[config.mk]
export PLATFORM = sky130hd
export DESIGN_NAME = ce_reset_seq_flat
export DESIGN_NICKNAME = d
export VERILOG_FILES = /design/src/rtl/zx_clock_pkg.sv /design/src/rtl/ce_reset_seq_if.sv /design/src/rtl/sync_bit.sv /design/src/rtl/ce_reset_seq.sv /design/src/flat_wrapper.sv
export SDC_FILE = /design/constraint.sdc
export NUM_CORES = 1
export LEC_CHECK = 0
export CAP_MARGIN = 10
export CORE_AREA = 5 5 61 63
export CTS_BUF_LIST = sky130_fd_sc_hd__clkbuf_8
export DETAILED_ROUTE_END_ITERATION = 12
export DIE_AREA = 0 0 66 68
export HOLD_SLACK_MARGIN = 0.12
export PLACE_DENSITY = 0.63
export SYNTH_ARGS = -nofsm -noshare
export SYNTH_HDL_FRONTEND = slang
export SYNTH_HIERARCHICAL = 1
export SYNTH_SLANG_ARGS = --single-unit
export TNS_END_PERCENT = 50
[constraint.sdc]
create_clock -name clock -period 3.7 [get_ports clock]
set_input_delay 0.74 -clock clock [delete_from_list [all_inputs] [get_ports clock]]
set_output_delay 0.74 -clock clock [all_outputs]
set_load 0.1 [all_outputs]
[src/rtl/zx_clock_pkg.sv]
// Shared types and decode constants for the 56 MHz clock-enable / reset sequencer.
package zx_clock_pkg;

   // CPU rate selection as seen by the enable decoder.
   typedef enum logic [1:0] {
      T35 = 2'd0,
      T7  = 2'd1,
      T14 = 2'd2
   } turbo_t;

   // Reset sequencer states.
   typedef enum logic [1:0] {
      WAIT_LOCK = 2'd0,
      HOLD      = 2'd1,
      RUN       = 2'd2
   } state_t;

   // 7 MHz pixel phases, decoded from cnt[2:0].
   localparam logic [2:0] DIV7_P  = 3'd7;
   localparam logic [2:0] DIV7_N  = 3'd3;

   // 3.5 MHz CPU phases, decoded from the full cnt.
   localparam logic [3:0] CPU35_P = 4'd15;
   localparam logic [3:0] CPU35_N = 4'd7;

   // 7 MHz CPU phases, decoded from cnt[2:0].
   localparam logic [2:0] CPU7_P  = 3'd7;
   localparam logic [2:0] CPU7_N  = 3'd3;

   // 14 MHz CPU phases, decoded from cnt[1:0].
   localparam logic [1:0] CPU14_P = 2'd3;
   localparam logic [1:0] CPU14_N = 2'd1;

   // Last divider value of a period; the only point where the CPU rate may change.
   localparam logic [3:0] CNT_LAST = 4'd15;

   // Map the raw 2-bit turbo request onto a rate; 2 and 3 both mean 14 MHz.
   function automatic turbo_t decode_turbo(input logic [1:0] raw);
      case (raw)
         2'd0:    return T35;
         2'd1:    return T7;
         default: return T14;
      endcase
   endfunction

endpackage

[src/rtl/ce_reset_seq_if.sv]
// Bundle of the sequencer's lock input, CPU controls and generated enables/reset.
// master: the side providing locked/turbo/stall; slave: the sequencer itself.
interface ce_reset_seq_if;

   logic       locked;
   logic [1:0] turbo;
   logic       stall;
   logic       ce7p;
   logic       ce7n;
   logic       cep;
   logic       cen;
   logic       rst_out;
   logic       ready;

   modport master (
      output locked, turbo, stall,
      input  ce7p, ce7n, cep, cen, rst_out, ready
   );

   modport slave (
      input  locked, turbo, stall,
      output ce7p, ce7n, cep, cen, rst_out, ready
   );

endinterface

[src/rtl/sync_bit.sv]
// Generic flop-chain synchronizer for a single asynchronous level.
// Output latency is STAGES clock cycles; chain clears on synchronous reset.
module sync_bit #(
   parameter int STAGES = 2
) (
   input  logic clock,
   input  logic reset,
   input  logic i_d,
   output logic o_q
);

   logic [STAGES-1:0] r_chain;

   // Shift the asynchronous level through the chain, oldest sample at the top.
   always_ff @(posedge clock) begin
      // NOTE: non-blocking assignments so every flop takes its neighbour's old value on the same edge.
      if (reset) begin
         r_chain <= '0;
      end else begin
         r_chain <= {r_chain[STAGES-2:0], i_d};
      end
   end

   assign o_q = r_chain[STAGES-1];

endmodule

[src/rtl/ce_reset_seq.sv]
// Clock-enable and reset sequencer on the 56 MHz system clock.
// Synchronizes the generator lock flag, holds the system in reset for
// RESET_CYCLES after lock, and derives single-cycle 7 MHz pixel and CPU
// enables from a free-running 4-bit divider.
// Build option: define TURBO_EN to honour the turbo port; otherwise the CPU
// runs at 3.5 MHz only.
module ce_reset_seq
   import zx_clock_pkg::*;
#(
   parameter int RESET_CYCLES = 1024,
   parameter int SYNC_STAGES  = 2
) (
   input  logic          clock,
   input  logic          reset,
   ce_reset_seq_if.slave bus
);

   // The lock-seen edge counts as the first hold cycle, so the counter ends at RESET_CYCLES-2.
   localparam int                HOLD_W    = (RESET_CYCLES > 2) ? $clog2(RESET_CYCLES) : 1;
   localparam logic [HOLD_W-1:0] HOLD_LAST = HOLD_W'(RESET_CYCLES - 2);

   state_t            r_state;
   logic [3:0]        r_cnt;
   logic [HOLD_W-1:0] r_hold;
   logic              r_ce7p;
   logic              r_ce7n;
   logic              r_cep;
   logic              r_cen;
   logic              r_rst_out;
   logic              r_ready;

   logic   w_lock_s;
   turbo_t w_turbo;
   logic   w_cep_dec;
   logic   w_cen_dec;

   sync_bit #(
      .STAGES (SYNC_STAGES)
   ) u_lock_sync (
      .clock (clock),
      .reset (reset),
      .i_d   (bus.locked),
      .o_q   (w_lock_s)
   );

`ifdef TURBO_EN
   turbo_t r_turbo;

   // Latch the requested rate only at the end of a divider period so no enable is cut or doubled.
   always_ff @(posedge clock) begin
      if (reset) begin
         r_turbo <= T35;
      end else if (r_cnt == CNT_LAST) begin
         r_turbo <= decode_turbo(bus.turbo);
      end
   end

   assign w_turbo = r_turbo;
`else
   logic w_unused_turbo;

   assign w_unused_turbo = ^bus.turbo;
   assign w_turbo        = T35;
`endif

   // Decode the CPU phases for the current rate; stall drops the pulse outright.
   always_comb begin
      // NOTE: defaults first so every path assigns both decodes and no latch is inferred.
      w_cep_dec = 1'b0;
      w_cen_dec = 1'b0;
      case (w_turbo)
         T35: begin
            w_cep_dec = (r_cnt == CPU35_P);
            w_cen_dec = (r_cnt == CPU35_N);
         end
         T7: begin
            w_cep_dec = (r_cnt[2:0] == CPU7_P);
            w_cen_dec = (r_cnt[2:0] == CPU7_N);
         end
         default: begin
            w_cep_dec = (r_cnt[1:0] == CPU14_P);
            w_cen_dec = (r_cnt[1:0] == CPU14_N);
         end
      endcase
      if (bus.stall) begin
         w_cep_dec = 1'b0;
         w_cen_dec = 1'b0;
      end
   end

   // Reset sequencer, divider and registered enables.
   always_ff @(posedge clock) begin
      if (reset) begin
         r_state   <= WAIT_LOCK;
         r_cnt     <= '0;
         r_hold    <= '0;
         r_ce7p    <= 1'b0;
         r_ce7n    <= 1'b0;
         r_cep     <= 1'b0;
         r_cen     <= 1'b0;
         r_rst_out <= 1'b1;
         r_ready   <= 1'b0;
      end else begin
         case (r_state)
            WAIT_LOCK: begin
               r_cnt     <= '0;
               r_hold    <= '0;
               r_ce7p    <= 1'b0;
               r_ce7n    <= 1'b0;
               r_cep     <= 1'b0;
               r_cen     <= 1'b0;
               r_rst_out <= 1'b1;
               r_ready   <= 1'b0;
               if (w_lock_s) begin
                  r_state <= HOLD;
               end
            end
            HOLD, RUN: begin
               if (!w_lock_s) begin
                  // Lock lost: fall back and re-run the full hold after relock.
                  r_state   <= WAIT_LOCK;
                  r_cnt     <= '0;
                  r_hold    <= '0;
                  r_ce7p    <= 1'b0;
                  r_ce7n    <= 1'b0;
                  r_cep     <= 1'b0;
                  r_cen     <= 1'b0;
                  r_rst_out <= 1'b1;
                  r_ready   <= 1'b0;
               end else begin
                  r_cnt  <= r_cnt + 4'd1;
                  r_ce7p <= (r_cnt[2:0] == DIV7_P);
                  r_ce7n <= (r_cnt[2:0] == DIV7_N);
                  r_cep  <= w_cep_dec;
                  r_cen  <= w_cen_dec;
                  if (r_state == HOLD) begin
                     if (r_hold == HOLD_LAST) begin
                        r_state   <= RUN;
                        r_rst_out <= 1'b0;
                        r_ready   <= 1'b1;
                     end else begin
                        r_hold <= r_hold + HOLD_W'(1);
                     end
                  end
               end
            end
            default: begin
               r_state <= WAIT_LOCK;
            end
         endcase
      end
   end

   assign bus.ce7p    = r_ce7p;
   assign bus.ce7n    = r_ce7n;
   assign bus.cep     = r_cep;
   assign bus.cen     = r_cen;
   assign bus.rst_out = r_rst_out;
   assign bus.ready   = r_ready;

endmodule
[src/flat_wrapper.sv]
// flat-port wrapper written by rule: the top's interface ports become plain ports
module ce_reset_seq_flat import zx_clock_pkg::*;
#(
   parameter int RESET_CYCLES = 1024,
   parameter int SYNC_STAGES  = 2
)
  (clock, reset, bus_locked, bus_turbo, bus_stall, bus_ce7p, bus_ce7n, bus_cep, bus_cen, bus_rst_out, bus_ready);
  ce_reset_seq_if bus_i ();
  input  logic clock;
  input  logic reset;
  input wire logic [$bits(bus_i.locked)-1:0] bus_locked;
  input wire logic [$bits(bus_i.turbo)-1:0] bus_turbo;
  input wire logic [$bits(bus_i.stall)-1:0] bus_stall;
  output wire logic [$bits(bus_i.ce7p)-1:0] bus_ce7p;
  output wire logic [$bits(bus_i.ce7n)-1:0] bus_ce7n;
  output wire logic [$bits(bus_i.cep)-1:0] bus_cep;
  output wire logic [$bits(bus_i.cen)-1:0] bus_cen;
  output wire logic [$bits(bus_i.rst_out)-1:0] bus_rst_out;
  output wire logic [$bits(bus_i.ready)-1:0] bus_ready;
  assign bus_i.locked = bus_locked;
  assign bus_i.turbo = bus_turbo;
  assign bus_i.stall = bus_stall;
  assign bus_ce7p = bus_i.ce7p;
  assign bus_ce7n = bus_i.ce7n;
  assign bus_cep = bus_i.cep;
  assign bus_cen = bus_i.cen;
  assign bus_rst_out = bus_i.rst_out;
  assign bus_ready = bus_i.ready;
  ce_reset_seq #(.RESET_CYCLES(RESET_CYCLES), .SYNC_STAGES(SYNC_STAGES)) u_core (.clock(clock), .reset(reset), .bus(bus_i));
endmodule
==> impl_metrics.env <==
export IMPL_place_congestion=0.775
export IMPL_timing_final_hold_violations=0
export IMPL_worstSetupStartpointType="flop"
export IMPL_critical_path_n_buffers_inverters=1
export IMPL_critical_path_top_delay_family="buffers and inverters"
export IMPL_post_cts_buffers=0
export IMPL_end_kind="primary output"
export IMPL_initial_utilization_pct=38.8
export IMPL_layoutNonFillerInstCount=192
export IMPL_power_density_nw_per_um2=359
export IMPL_rr_endpoint="u_core/r_hold[0]$_SDFFE_PP0P_"
export IMPL_synth_simple_area_share_pct=27.4
export IMPL_wire_per_inst_um=12.2
export IMPL_timing_critical_path_cells="clkdlybuf4s50_1"
export IMPL_i_o_pin_cnt=12
export IMPL_reg2reg_from="u_core/r_state[0]$_SDFFE_PP0P_"
export IMPL_syn_nets=152
export IMPL_ir_worst_vdd_v=0.000210
export IMPL_placedCellCount=188
export IMPL_syn_avg_cell_area_um2=8.95
export IMPL_cp_data_arrival_time_ns=1.75
export IMPL_internal_power_uw=412
export IMPL_yosys_mux_area_fraction_pct=3.34
export IMPL_synthToLayoutAreaGrowth_pct=14.4
export IMPL_clockPowerShare_pct=45.3
export IMPL_fmax_mhz=401
export IMPL_timing_critical_path_slowest_stage_cell="sky130_fd_sc_hd__clkdlybuf4s50_1"
export IMPL_route_antenna_remaining_nets=0
export IMPL_clock_network_latency_to_the_later_pin_of_the_worst_skew_pair_ns=0.27
export IMPL_global_route_wire_length_before_repair_um=4240
export IMPL_post_synth_instance_area_um2=1230
export IMPL_synthesized_area_fraction_occupied_by_ao_oa_aoi_and_oai_cells_pct=16.7
export IMPL_clk_root_buffer_cell="sky130_fd_sc_hd__clkbuf_8"
export IMPL_setup_tns_ns=0
export IMPL_drt_iter0_drc=53
export IMPL_netSwitchingFraction_pct=18.9
export IMPL_power_switching_uw=96.2
export IMPL_design_die_area_um2=4490
export IMPL_synth_seq_area_share_pct=38.9
export IMPL_post_cts_resized=0
export IMPL_critPathCapture="bus_cep"
export IMPL_setup_viol=0
export IMPL_xor_and_xnor_area_share_after_synthesis_pct=0.709
export IMPL_antenna_diode_count=0
export IMPL_cts_buffers=3
export IMPL_hold_path_startpoint="u_core/u_lock_sync/r_chain[0]$_SDFF_PP0_"
export IMPL_rsz0062_at_grt="no"
export IMPL_synth_cell_types=37
export IMPL_die_width_um=66
export IMPL_worstPathMaxFanout=2
export IMPL_required_ns=2.96
export IMPL_first_pass_iters=4
export IMPL_grt_antenna_before_repair=0
export IMPL_synthesis_instances=138
export IMPL_num_fill_cells=326
export IMPL_critical_path_max_stage_delay_ns=1.14
export IMPL_tritoncts_num_sinks=24
export IMPL_dr_total_vias=988
export IMPL_post_route_cells_drive_above_1_share_pct=8.90
export IMPL_floorplan_die_height_um=68
export IMPL_tightestPinTransition_ns=0.967
export IMPL_rows=21
export IMPL_core_area_um2=3180
export IMPL_setup_reg_to_reg_worst_slack_ns=1.54
export IMPL_relative_slew_slack_pct=35.3
export IMPL_yosys_register_bits=24
export IMPL_htree_num_levels=1
export IMPL_synth_top_family_by_area="simple AND/OR/NAND/NOR gates"
export IMPL_wirelength_um=2340
export IMPL_grt_max_degree=19
export IMPL_min_delay_path_class="flop to flop"
export IMPL_cp_startpoint="u_core/bus.cep$_SDFFE_PP0N_"
export IMPL_slew_viol_final=0
export IMPL_post_route_drc_count=0
export IMPL_seqPwrFrac_pct=51.5
export IMPL_outcome="complete, no violations"
export IMPL_clk_path_buf_depth=2
export IMPL_cts_tree="yes"
export IMPL_cellLeakagePower_nw=0.487
export IMPL_cts_hold_buffers_added=0
export IMPL_port_buffers=9
export IMPL_grt_pass1_vias=997
export IMPL_number_of_max_capacitance_violations_reported=0
export IMPL_reg2reg_depth=6
export IMPL_synth_yosys_warnings=6
export IMPL_grt_ovfl_total=0
export IMPL_synthAdderAreaFrac_pct=8.11
export IMPL_timing_final_crit_share_pct=67.3
export IMPL_combinationalPowerShare_pct=3.3
export IMPL_min_period_ns=2.49
export IMPL_clock_pin_slew_worst_setup_and_hold_paths_ns=0.08
export IMPL_worstSetupPathDepth=1
export IMPL_dpl_hpwl_um=1740
export IMPL_clock_skew_ns=0.00146
export IMPL_grt_usage_pct=11.8
export IMPL_vias_per_cell=5.15
export IMPL_net_count_of_the_finished_layout=161
export IMPL_setup_cp_type="flop to primary output"
[flip-flops by register name, summed over array words and instances, names as in the netlist]
name	count
u_core/bus.ready	1
u_core/bus.cen	1
u_core/r_hold	10
u_core/bus.cep	1
u_core/r_state	2
u_core/bus.rst_out	1
u_core/bus.ce7n	1
u_core/bus.ce7p	1
u_core/r_cnt	4
u_core/u_lock_sync/r_chain	2
[kinds of logic after synthesis]
group / Yosys count
DFF: 24
and+or+nand+nor: 56
AOI/OAI and AO/OA: 35
adders and majority gates: 8
xor gates and xnor gates: 1
buffers and inverters: 10
muxes: 4
[worst min-delay path by stage]
stage,cells after the start,end,slack [ns]
6_report,1,u_core/u_lock_sync/r_chain[1]$_SDFF_PP0_,0.45
5_1_grt,1,u_core/u_lock_sync/r_chain[1]$_SDFF_PP0_,0.47
4_1_cts,1,u_core/u_lock_sync/r_chain[1]$_SDFF_PP0_,0.46
3_5_place_dp,1,u_core/u_lock_sync/r_chain[1]$_SDFF_PP0_,0.44
3_3_place_gp,1,u_core/u_lock_sync/r_chain[1]$_SDFF_PP0_,0.42
2_1_floorplan,1,u_core/u_lock_sync/r_chain[1]$_SDFF_PP0_,0.41
[final cells by class]
class / count / area [um^2] / share of cell area [%]
multi-input cells: 104 / 694 / 49.2
flip-flops and latches: 24 / 480 / 34.0
repair buffers: 9 / 90.1 / 6.38
well taps: 46 / 57.6 / 4.07
clock buffers: 3 / 41.3 / 2.92
clock inverters: 1 / 30.0 / 2.13
inverters: 5 / 18.8 / 1.33
[cell usage after synthesis (all sizes together)]
cell	instances	area [um^2]
nor2	10	37.5
and4	1	10.0
nand3b	1	7.51
or2	1	6.26
inv	5	18.8
nor2b	4	25.0
a22oi	1	7.51
and3	3	21.3
mux2i	3	30.0
nand3	5	25.0
dfxtp	24	480
o311ai	1	8.76
o31a	1	10.0
mux2	1	11.3
clkbuf	1	3.75
or3	6	38.8
a21oi	16	80.1
and2	2	12.5
o31ai	4	30.0
a21o	2	15.0
nor4	4	40.0
buf	4	37.5
o21bai	1	7.51
nor3	1	5.00
ha	8	100
nand2	9	33.8
o21ai	8	40.0
or4	3	22.5
nand2b	3	18.8
nand4	3	33.8
xor2	1	8.76
o21a	1	7.51
[through the flow]
step | utilization, % | cell area [um^2] | hold WS (ns) | setup WS [ns] | power [mW]
floorplan | - | 1230 | 0.414 | 1.92 | 0.280
CTS | 44.4 | 1410 | 0.458 | 1.20 | 0.514
detailed placement | 42.2 | 1340 | 0.437 | 1.51 | 0.284
finish | 44.4 | 1410 | 0.447 | 1.21 | 0.508
global placement | 42.2 | 1340 | 0.420 | 1.52 | 0.283
global route | 44.4 | 1410 | 0.466 | 1.15 | 0.529
[cells in the final DEF, fill, tap and decap left out, types with 3 or more instances in the layout]
master and count:
sky130_fd_sc_hd__nand2_1 9, sky130_fd_sc_hd__o21ai_0 8, sky130_fd_sc_hd__nand3_1 5, sky130_fd_sc_hd__mux2i_1 3
sky130_fd_sc_hd__o31ai_1 4, sky130_fd_sc_hd__a21oi_1 16, sky130_fd_sc_hd__nor2b_1 4, sky130_fd_sc_hd__nor2_1 10
sky130_fd_sc_hd__or4_1 3, sky130_fd_sc_hd__or3_1 5, sky130_fd_sc_hd__ha_1 8, sky130_fd_sc_hd__clkbuf_8 3
sky130_fd_sc_hd__inv_1 5, sky130_fd_sc_hd__dfxtp_1 24, sky130_fd_sc_hd__nand2b_1 3, sky130_fd_sc_hd__nor4_1 3
sky130_fd_sc_hd__clkdlybuf4s50_1 9
[per-layer routing]
layer  wire length [um]  vias up  track usage [%]  part of all wire [%]
met1               1030      466             13.5                    44
met5                  0        -                0                     0
li1                   -      512                -                     -
met4                  0        0             1.52                     0
met2               1230       10             21.8                    53
met3                 74        0             4.11                   3.2
[power by group through the flow]
stage / Clock [mW] / Sequential, mW / Combinational, mW
after floorplan: 0 / 0.267 / 0.0128
after global placement: 0 / 0.267 / 0.0160
after detailed placement: 0 / 0.267 / 0.0165
after CTS: 0.236 / 0.261 / 0.0167
after global routing: 0.249 / 0.262 / 0.0184
final: 0.230 / 0.261 / 0.0166
Note: power is estimated with default switching activity, not from simulation.
